`config.mk`:
```
export PLATFORM = sky130hd
export DESIGN_NAME = cpu_run_ctrl
export DESIGN_NICKNAME = d
export VERILOG_FILES = /design/src/rtl/cpu_run_ctrl.sv
export SDC_FILE = /design/constraint.sdc
export NUM_CORES = 1
export LEC_CHECK = 0
export BUFFER_PORTS_ARGS = -buffer_cell sky130_fd_sc_hd__buf_4
export CAP_MARGIN = 20
export CORE_MARGIN = 2
export CORE_UTILIZATION = 62
export CTS_BUF_LIST = sky130_fd_sc_hd__clkbuf_2
export DETAILED_ROUTE_END_ITERATION = 6
export HOLD_SLACK_MARGIN = 0.03
export PLACE_DENSITY = 0.95
export SKIP_LAST_GASP = 1
export SLEW_MARGIN = 15
export SYNTH_ARGS = -nofsm -noshare
export SYNTH_HDL_FRONTEND = slang
export SYNTH_SLANG_ARGS = --single-unit
```
`constraint.sdc`:
```
create_clock -name clk -period 4.6 [get_ports clk]
set_input_delay 0.23 -clock clk [delete_from_list [all_inputs] [get_ports clk]]
set_output_delay 0.23 -clock clk [all_outputs]
set_load 0.02 [all_outputs]
```
`src/rtl/cpu_run_ctrl.sv`:
```
// Run/halt/single-step controller for the 5-stage pipeline CPU.
// Conditions the brk/cont/step buttons (2-FF sync, debounce, rising-edge
// pulse), sequences RUN/HALT/STEP and drives the global pipeline enable.
// Also latches the halt cause and keeps the step and cycle counters that
// the debug display shows.
module cpu_run_ctrl #(
  parameter int DEB_CYCLES = 16,
  parameter int CNT_W      = 32,
  parameter bit START_RUN  = 1'b1
) (
  input  logic             clk,
  input  logic             rst,
  input  logic             brk_btn,
  input  logic             cont_btn,
  input  logic             step_btn,
  input  logic [7:0]       step_n,
  input  logic             expt,
  output logic             pipe_en,
  output logic             halted,
  output logic [1:0]       state,
  output logic [1:0]       halt_cause,
  output logic [7:0]       step_rem,
  output logic [CNT_W-1:0] cycle_cnt
);

  // Debounce counter only has to reach DEB_CYCLES-1 before the level flips.
  localparam int              DEB_W    = (DEB_CYCLES > 2) ? $clog2(DEB_CYCLES) : 1;
  localparam logic [DEB_W-1:0] DEB_LAST = DEB_W'(DEB_CYCLES - 1);
  localparam logic [DEB_W-1:0] DEB_ONE  = DEB_W'(1);
  localparam logic [CNT_W-1:0] CNT_ONE  = CNT_W'(1);

  typedef enum logic [1:0] {
    ST_RUN  = 2'b00,
    ST_HALT = 2'b01,
    ST_STEP = 2'b10
  } state_e;

  localparam logic [1:0] CAUSE_NONE = 2'b00;
  localparam logic [1:0] CAUSE_BRK  = 2'b01;
  localparam logic [1:0] CAUSE_EXPT = 2'b10;
  localparam logic [1:0] CAUSE_STEP = 2'b11;

  localparam state_e RESET_STATE = START_RUN ? ST_RUN : ST_HALT;

  // Button index: 0 = brk, 1 = cont, 2 = step.
  logic [2:0]       btn_raw_s;
  logic [2:0]       sync1_r;
  logic [2:0]       sync2_r;
  logic [2:0]       level_r;
  logic [2:0]       pulse_r;
  logic [DEB_W-1:0] deb_cnt_r [3];

  logic brk_p_s;
  logic cont_p_s;
  logic step_p_s;

  state_e     state_r;
  state_e     state_nxt_s;
  logic [1:0] cause_r;
  logic [1:0] cause_nxt_s;
  logic [7:0] step_rem_r;
  logic [7:0] step_rem_nxt_s;
  logic [CNT_W-1:0] cycle_cnt_r;

  logic resume_ok_s;
  logic pipe_en_s;
  logic halted_s;

  assign btn_raw_s = {step_btn, cont_btn, brk_btn};

  // Synchronize, debounce and edge-detect all three buttons.
  always_ff @(posedge clk) begin
    if (rst) begin
      sync1_r <= 3'b000;
      sync2_r <= 3'b000;
      level_r <= 3'b000;
      pulse_r <= 3'b000;
      for (int i = 0; i < 3; i++) begin
        deb_cnt_r[i] <= '0;
      end
    end else begin
      sync1_r <= btn_raw_s;
      sync2_r <= sync1_r;
      for (int i = 0; i < 3; i++) begin
        if (sync2_r[i] != level_r[i]) begin
          if (deb_cnt_r[i] == DEB_LAST) begin
            // Enough consecutive differing samples: accept the new level,
            // and pulse only when the accepted level rises.
            level_r[i]   <= sync2_r[i];
            deb_cnt_r[i] <= '0;
            pulse_r[i]   <= sync2_r[i];
          end else begin
            deb_cnt_r[i] <= deb_cnt_r[i] + DEB_ONE;
            pulse_r[i]   <= 1'b0;
          end
        end else begin
          deb_cnt_r[i] <= '0;
          pulse_r[i]   <= 1'b0;
        end
      end
    end
  end

  assign brk_p_s  = pulse_r[0];
  assign cont_p_s = pulse_r[1];
  assign step_p_s = pulse_r[2];

  // An exception halt cannot be resumed while the exception is still raised.
  assign resume_ok_s = !((cause_r == CAUSE_EXPT) && expt);

  // State, cause and step counter registers.
  always_ff @(posedge clk) begin
    if (rst) begin
      state_r    <= RESET_STATE;
      cause_r    <= CAUSE_NONE;
      step_rem_r <= 8'd0;
    end else begin
      state_r    <= state_nxt_s;
      cause_r    <= cause_nxt_s;
      step_rem_r <= step_rem_nxt_s;
    end
  end

  // Next-state logic with exception > break > continue > step-done priority.
  always_comb begin
    state_nxt_s    = state_r;
    cause_nxt_s    = cause_r;
    step_rem_nxt_s = step_rem_r;
    case (state_r)
      ST_RUN: begin
        if (expt) begin
          state_nxt_s = ST_HALT;
          cause_nxt_s = CAUSE_EXPT;
        end else if (brk_p_s) begin
          state_nxt_s = ST_HALT;
          cause_nxt_s = CAUSE_BRK;
        end else begin
          state_nxt_s = ST_RUN;
        end
      end
      ST_HALT: begin
        if (cont_p_s && resume_ok_s) begin
          state_nxt_s = ST_RUN;
          cause_nxt_s = CAUSE_NONE;
        end else if (step_p_s && resume_ok_s) begin
          state_nxt_s    = ST_STEP;
          cause_nxt_s    = CAUSE_NONE;
          step_rem_nxt_s = (step_n == 8'd0) ? 8'd1 : step_n;
        end else begin
          state_nxt_s = ST_HALT;
        end
      end
      ST_STEP: begin
        if (expt) begin
          state_nxt_s = ST_HALT;
          cause_nxt_s = CAUSE_EXPT;
        end else if (brk_p_s) begin
          state_nxt_s = ST_HALT;
          cause_nxt_s = CAUSE_BRK;
        end else if (cont_p_s) begin
          state_nxt_s    = ST_RUN;
          step_rem_nxt_s = 8'd0;
        end else if (step_rem_r <= 8'd1) begin
          // Last enabled cycle of the step (0 can only arise from corruption).
          state_nxt_s    = ST_HALT;
          cause_nxt_s    = CAUSE_STEP;
          step_rem_nxt_s = 8'd0;
        end else begin
          step_rem_nxt_s = step_rem_r - 8'd1;
        end
      end
      default: begin
        // Unreachable encoding: freeze the pipeline in a known state.
        state_nxt_s    = ST_HALT;
        cause_nxt_s    = CAUSE_NONE;
        step_rem_nxt_s = 8'd0;
      end
    endcase
  end

  // Decode pipeline enable and halted flag from the state register only.
  always_comb begin
    pipe_en_s = (state_r == ST_RUN) || (state_r == ST_STEP);
    halted_s  = (state_r == ST_HALT);
  end

  // Count every enabled pipeline cycle, wrapping naturally.
  always_ff @(posedge clk) begin
    if (rst) begin
      cycle_cnt_r <= '0;
    end else if (pipe_en_s) begin
      cycle_cnt_r <= cycle_cnt_r + CNT_ONE;
    end else begin
      cycle_cnt_r <= cycle_cnt_r;
    end
  end

  assign pipe_en    = pipe_en_s;
  assign halted     = halted_s;
  assign state      = state_r;
  assign halt_cause = cause_r;
  assign step_rem   = step_rem_r;
  assign cycle_cnt  = cycle_cnt_r;

endmodule

```
==> run metrics, run 1 <==
run status=finished, final reports clean; vias=2,902; largest family of logic cells by synthesized area=simple AND/OR/NAND/NOR gates; Total Wirelength=7300 um; PortBufs=59; Compound-Gate Fraction of Synth Area=0.103; CP startpoint=state[1]; post_cts resized=0; worst min path class=in -> reg; TritonCTS Buffers=9; Post-CTS Setup Inserts=0; area leader, netlist=dfxtp_1; RR Startpoint=state[1]; Leak=0.00170 uW; Switch Pwr=283 uW; post-synthesis xor/xnor area fraction=0.105; first-pass GRT wire length=12,500 um; Post-synth EDFFs=12; RSZ-0062 raised after global routing=false; root buf cell=clkbuf_2; Slew Limit Headroom=0.411; 1st-pass router iterations=4; synthesized area=0.00335 mm2; Min-Delay Endpoint=step_rem[2]; fmax=slightly above 400 MHz; Clock Power Share=0.307; Reg power frac=0.592; Fin Setup TNS=0 ns; Die H=roughly 78 um; CP Capture Type=output port; drt initial violations=202; Register-to-Register Path Depth=6; synth warn=0; met2 WL=roughly 3600 um; Slew Limit Fails=0; Final Hold Fails=0; FF+latch count, synth=68; remaining global-route overflow=0; drt drc=0; Final setup viols=0; DR top layer=met4; worst slack at placement=2.35 ns; Max clock buf depth=2; Syn Inst Count=355; CTS tree=built; initial antenna violation count=0; I/O pin cnt=60; Yosys top cell area share=0.334; critical path's slowest cell=dfxtp_1; Least-Margin Pin Slew=0.878 ns; met3 wire length=478 um; critical path required time=4.37 ns; pin count of the biggest net entering global routing=a little under 60; HP Start=step_n[2]; Synth Area in Adders=0.0373; most frequent cell on the critical path=inv_1; most instantiated cells after synthesis=nor2_1, dfxtp_1, nand2_1, xor2_1, nand4_1; FF-to-FF End=step_rem[6]; vias per inst=5.70; CP Launch Type=flop; Seq/Total Area, Yosys=0.442; Int Pwr=791 uW; hpwl dp=5280 um; Fillers=359; Die ar.=0.00601 mm2; Post-Route Skew=between 0.02 and 0.03 ns; peak supply drop=195 uV; count leader, synth=nor2_1; Post-Synth Simple-Gate Area=0.273; mux cell area share after synthesis=0.00896; Layout area overhead=21.0%; GRT Util Overall=0.256; clock sinks=68; syn avg cell area=9.44 um2; min cycle time layout=between 2 and 2.5 ns; critical path cell sequence=inv_1 -> ha_1 -> nor2_1 -> inv_1 -> buf_4; Worst Path Buf+Inv=3; top cells by area, synth=dfxtp_1, edfxtp_1, xor2_1; hold path cells=4; vias in the first global route=2,794; slowest stage delay, CP=0.45 ns; clock-pin transition on the worst setup and hold timing paths=0.18 ns; Final Cycle Share=0.527; Reg2Reg Setup Slack=between 2 and 2.5 ns; Netlist cell types=56; pwr/cell area=265 mW/mm2; crit path max fanout=8; Worst Path Class, Setup=reg -> out; Met1 Wirelength=around 3100 um; Sw Share=0.263; fraction of layout cells with a size suffix above 1=0.207; Die Width=77.5 um; crit-path leading delay family=buffers and inverters; Initial Util=0.648; CORE AREA=roughly 0.0052 mm2; fin worst setup slack=between 2 and 2.5 ns; RD Place Congestion=0.875; routed length per instance=about 14 um; Worst-Skew Late Latency=a little under 0.5 ns; WP data arrival=2.19 ns; Post-DRT Antenna Nets=0; Final nets=458; num rows=26; Antenna diodes=0; Max Cap Viol=0; ys flop type=dfxtp_1; Async S/R FF share, synth=0; H-tree levels=3; Logic pwr share=0.101
[registers in the layout (all words and copies together), names as in the netlist]
register    count
state           2
pulse_r         3
cycle_cnt      32
step_rem        8
deb_cnt_r      12
sync2_r         3
level_r         3
halt_cause      2
sync1_r         3
[how the worst max path moves through the flow]
stage,end,slack (ns),cells past startpoint
final,pipe_en,2.18,5
after global routing,pipe_en,1.97,5
after CTS,pipe_en,2.17,5
after detailed placement,step_rem[7],2.35,7
after global placement,step_rem[4],2.51,7
after floorplan,step_rem[2],2.38,7
[layout by cell type, fill, tap and decap left out, types with 7 or more instances in the layout]
master / n
ha_1: 10
xor2_1: 25
nand3_1: 14
nand4_1: 19
inv_1: 14
o21ai_0: 7
conb_1: 12
clkbuf_2: 11
nor2_1: 57
edfxtp_1: 12
nor3_1: 13
buf_4: 59
nand2_1: 25
dlygate4sd3_1: 7
dfxtp_1: 56
and3_1: 9
xnor2_1: 15
[timing repair]
action                     4_1_cts  5_1_grt
hold endpoints to repair         7        0
hold buffers                     7        0
setup endpoints to repair        0        0
[metal layers]
metal,vias up,GRT usage
met1,1381,0.312
met5,-,0
li1,1414,-
met4,0,0.0911
met2,92,0.431
met3,15,0.0733
[layout make-up]
cell class                      instances  area, um2  area share
Clock inverter                          5       52.6      0.0130
Inverter                               14       52.6      0.0130
Sequential cell                        68       1480       0.365
Timing Repair Buffer                   66        513       0.127
Tap cell                               70       87.6      0.0216
Multi-Input combinational cell        275       1810       0.447
Clock buffer                           11       55.1      0.0136
[cell families after synthesis]
group,after synthesis
adders and majority gates,10
xor gates and xnor gates,40
AOI/OAI and AO/OA,40
and+or+nand+nor,170
other,1
muxes,3
buffers and inverters,23
DFF,68
[stage by stage]
step / utilization / std cells / hold WS [ns] / area [um2] / power, uW
finish: 0.784 / 509 / 0.0636 / 4060 / 1070
CTS: 0.784 / 509 / 0.0447 / 4060 / 1080
detailed placement: 0.750 / 486 / 0.423 / 3880 / 750
floorplan: - / 366 / 0.348 / 3390 / 714
global placement: 0.750 / 486 / 0.425 / 3880 / 745
global route: 0.784 / 509 / 0.0573 / 4060 / 1110
[power by group through the flow]
stage	sequential, uW	combinational, uW	clock, uW
final	636	108	330
after global routing	638	119	356
after CTS	636	107	334
after detailed placement	648	102	0
after global placement	647	98.1	0
after floorplan	652	61.7	0
[worst min-delay path: stages]
cell,delay (ns)
buf_4,0.08
nand2_1,0.04
o31ai_1,0.07
a32o_1,0.11
Power figures use the tool's default switching activity.
==> run 2, diff against run 1 <==
- CORE_UTILIZATION: 62 -> 58
- PLACE_DENSITY: 0.95 -> 0.92
- clock period: 4.6 -> 2.4 ns (I/O delays scaled with it)
==> run metrics, run 2 (same netlist as run 1, synthesis figures left out) <==
run status=finished, final reports clean; Initial Util=0.605; CORE AREA=approximately 0.0055 mm2; Final Hold Fails=0; drt initial violations=225; vias=2,908; initial antenna violation count=0; Slew Limit Fails=0; Die ar.=0.00640 mm2; GRT Util Overall=0.248; 1st-pass router iterations=4; Antenna diodes=0; Final nets=roughly 470; first-pass GRT wire length=about 13,000 um; Final Cycle Share=0.912; Sw Share=0.247; Layout area overhead=23.7%; Worst-Skew Late Latency=0.48 ns; clock sinks=68; I/O pin cnt=60; critical path required time=2.83 ns; Fillers=424; commonest cells after routing, fill and taps aside=buf_4, nor2_1, dfxtp_1, nand2_1, xor2_1; Total Wirelength=a little over 7000 um; Worst Path Class, Setup=reg -> reg; Final setup viols=0; fmax=between 400 and 500 MHz; Switch Pwr=537 uW; clock-pin transition on the worst setup and hold timing paths=0.19 ns; Fin Setup TNS=0 ns; Post-Route Skew=0.0233 ns; crit path max fanout=8; commonest non-fill, non-tap cell in the layout=buf_4; min cycle time layout=2.19 ns; RSZ-0062 raised after global routing=false; CP Capture Type=flop; hpwl dp=5040 um; Clock Power Share=0.343; Int Pwr=1640 uW; Post-DRT Antenna Nets=0; Reg power frac=0.559; pin count of the biggest net entering global routing=59; fin cells=between 500 and 600; Placed Cells=490; PortBufs=59; vias per inst=approximately 5.6; vias in the first global route=~2,800; peak supply drop=353 uV; worst min path class=in -> reg; H-tree levels=3; TritonCTS Buffers=9; Logic pwr share=0.098; drt drc=0; remaining global-route overflow=0; num rows=27; Die Width=approximately 80 um; fraction of layout cells with a size suffix above 1=0.213; RD Place Congestion=0.868; Max Cap Viol=0; max FFs per register=32; CTS tree=built; WP data arrival=roughly 2.6 ns; Max clock buf depth=2; Least-Margin Pin Slew=between 0.5 and 0.6 ns; pwr/cell area=525 mW/mm2; CP Launch Type=flop; Slew Limit Headroom=0.600; Leak=0.00175 uW; Die H=around 80 um; Post-CTS Setup Inserts=0; routed length per instance=13.9 um; root buf cell=clkbuf_2
## run 2: changes by cell type in the layout (fill, tap and decap cells not counted), moves of 2 or more
cell	change
clkbuf_2	+2
clkinvlp_4	-2
dlygate4sd3_1	+5
buf_4	+2
## run 2: power groups by stage
| stage | clock, uW | sequential (uW) | combinational [uW] |
|---|---|---|---|
| after floorplan | 0 | 1250 | 118 |
| after global placement | 0 | 1240 | 190 |
| after detailed placement | 0 | 1240 | 195 |
| after CTS | 761 | 1220 | 212 |
| after global routing | 815 | 1220 | 236 |
| final | 747 | 1220 | 214 |
## run 2: repair_timing
item	CTS	global route
hold buffers	12	0
hold endpoints to repair	13	0
setup endpoints to repair	0	1
gates resized for setup	0	1
## run 2: cell type report
class | count | area (um2) | area share
timing repair buffer | 73 | 578 | 0.139
inverter | 14 | 52.6 | 0.0127
tap | 72 | 90.1 | 0.0217
multi-input combinational | 275 | 1820 | 0.438
clock buffer | 13 | 65.1 | 0.0157
sequential | 68 | 1480 | 0.357
clock inverter | 3 | 63.8 | 0.0154
## run 2: layer usage
layer | vias to the layer above | track usage | wire length, um
met2 | 92 | 0.423 | 3510
met3 | 15 | 0.0701 | 463
li1 | 1422 | - | -
met4 | 0 | 0.0932 | 112
met1 | 1379 | 0.296 | 3130
met5 | - | 0 | 0
## run 2: path summary, 6_finish.rpt
check              from      endpoint  slack (ns)  cells past startpoint
max            state[0]   step_rem[4]        0.21                      7
min                 rst  cycle_cnt[3]        0.11                      2
max reg2reg    state[0]   step_rem[4]        0.21                      7
min reg2reg  sync1_r[1]    sync2_r[1]        0.47                      1
## run 2: metrics by stage
stage	setup WS (ns)	util	total power, uW	instance area [um2]	hold WS (ns)
floorplan	0.176	-	1370	3390	0.238
global placement	0.409	0.703	1430	3890	0.334
detailed placement	0.302	0.703	1440	3890	0.336
CTS	0.0843	0.748	2190	4140	0.0972
global route	0.0234	0.748	2270	4150	0.0964
finish	0.212	0.748	2180	4150	0.112
## run 2: worst max-delay path, stage by stage (launching register included)
cell	delay, ns
dfxtp_1	0.43
inv_1	0.10
ha_1	0.37
nor2b_2	0.23
or3b_1	0.40
a211oi_2	0.37
a32oi_1	0.17
nand2_1	0.08
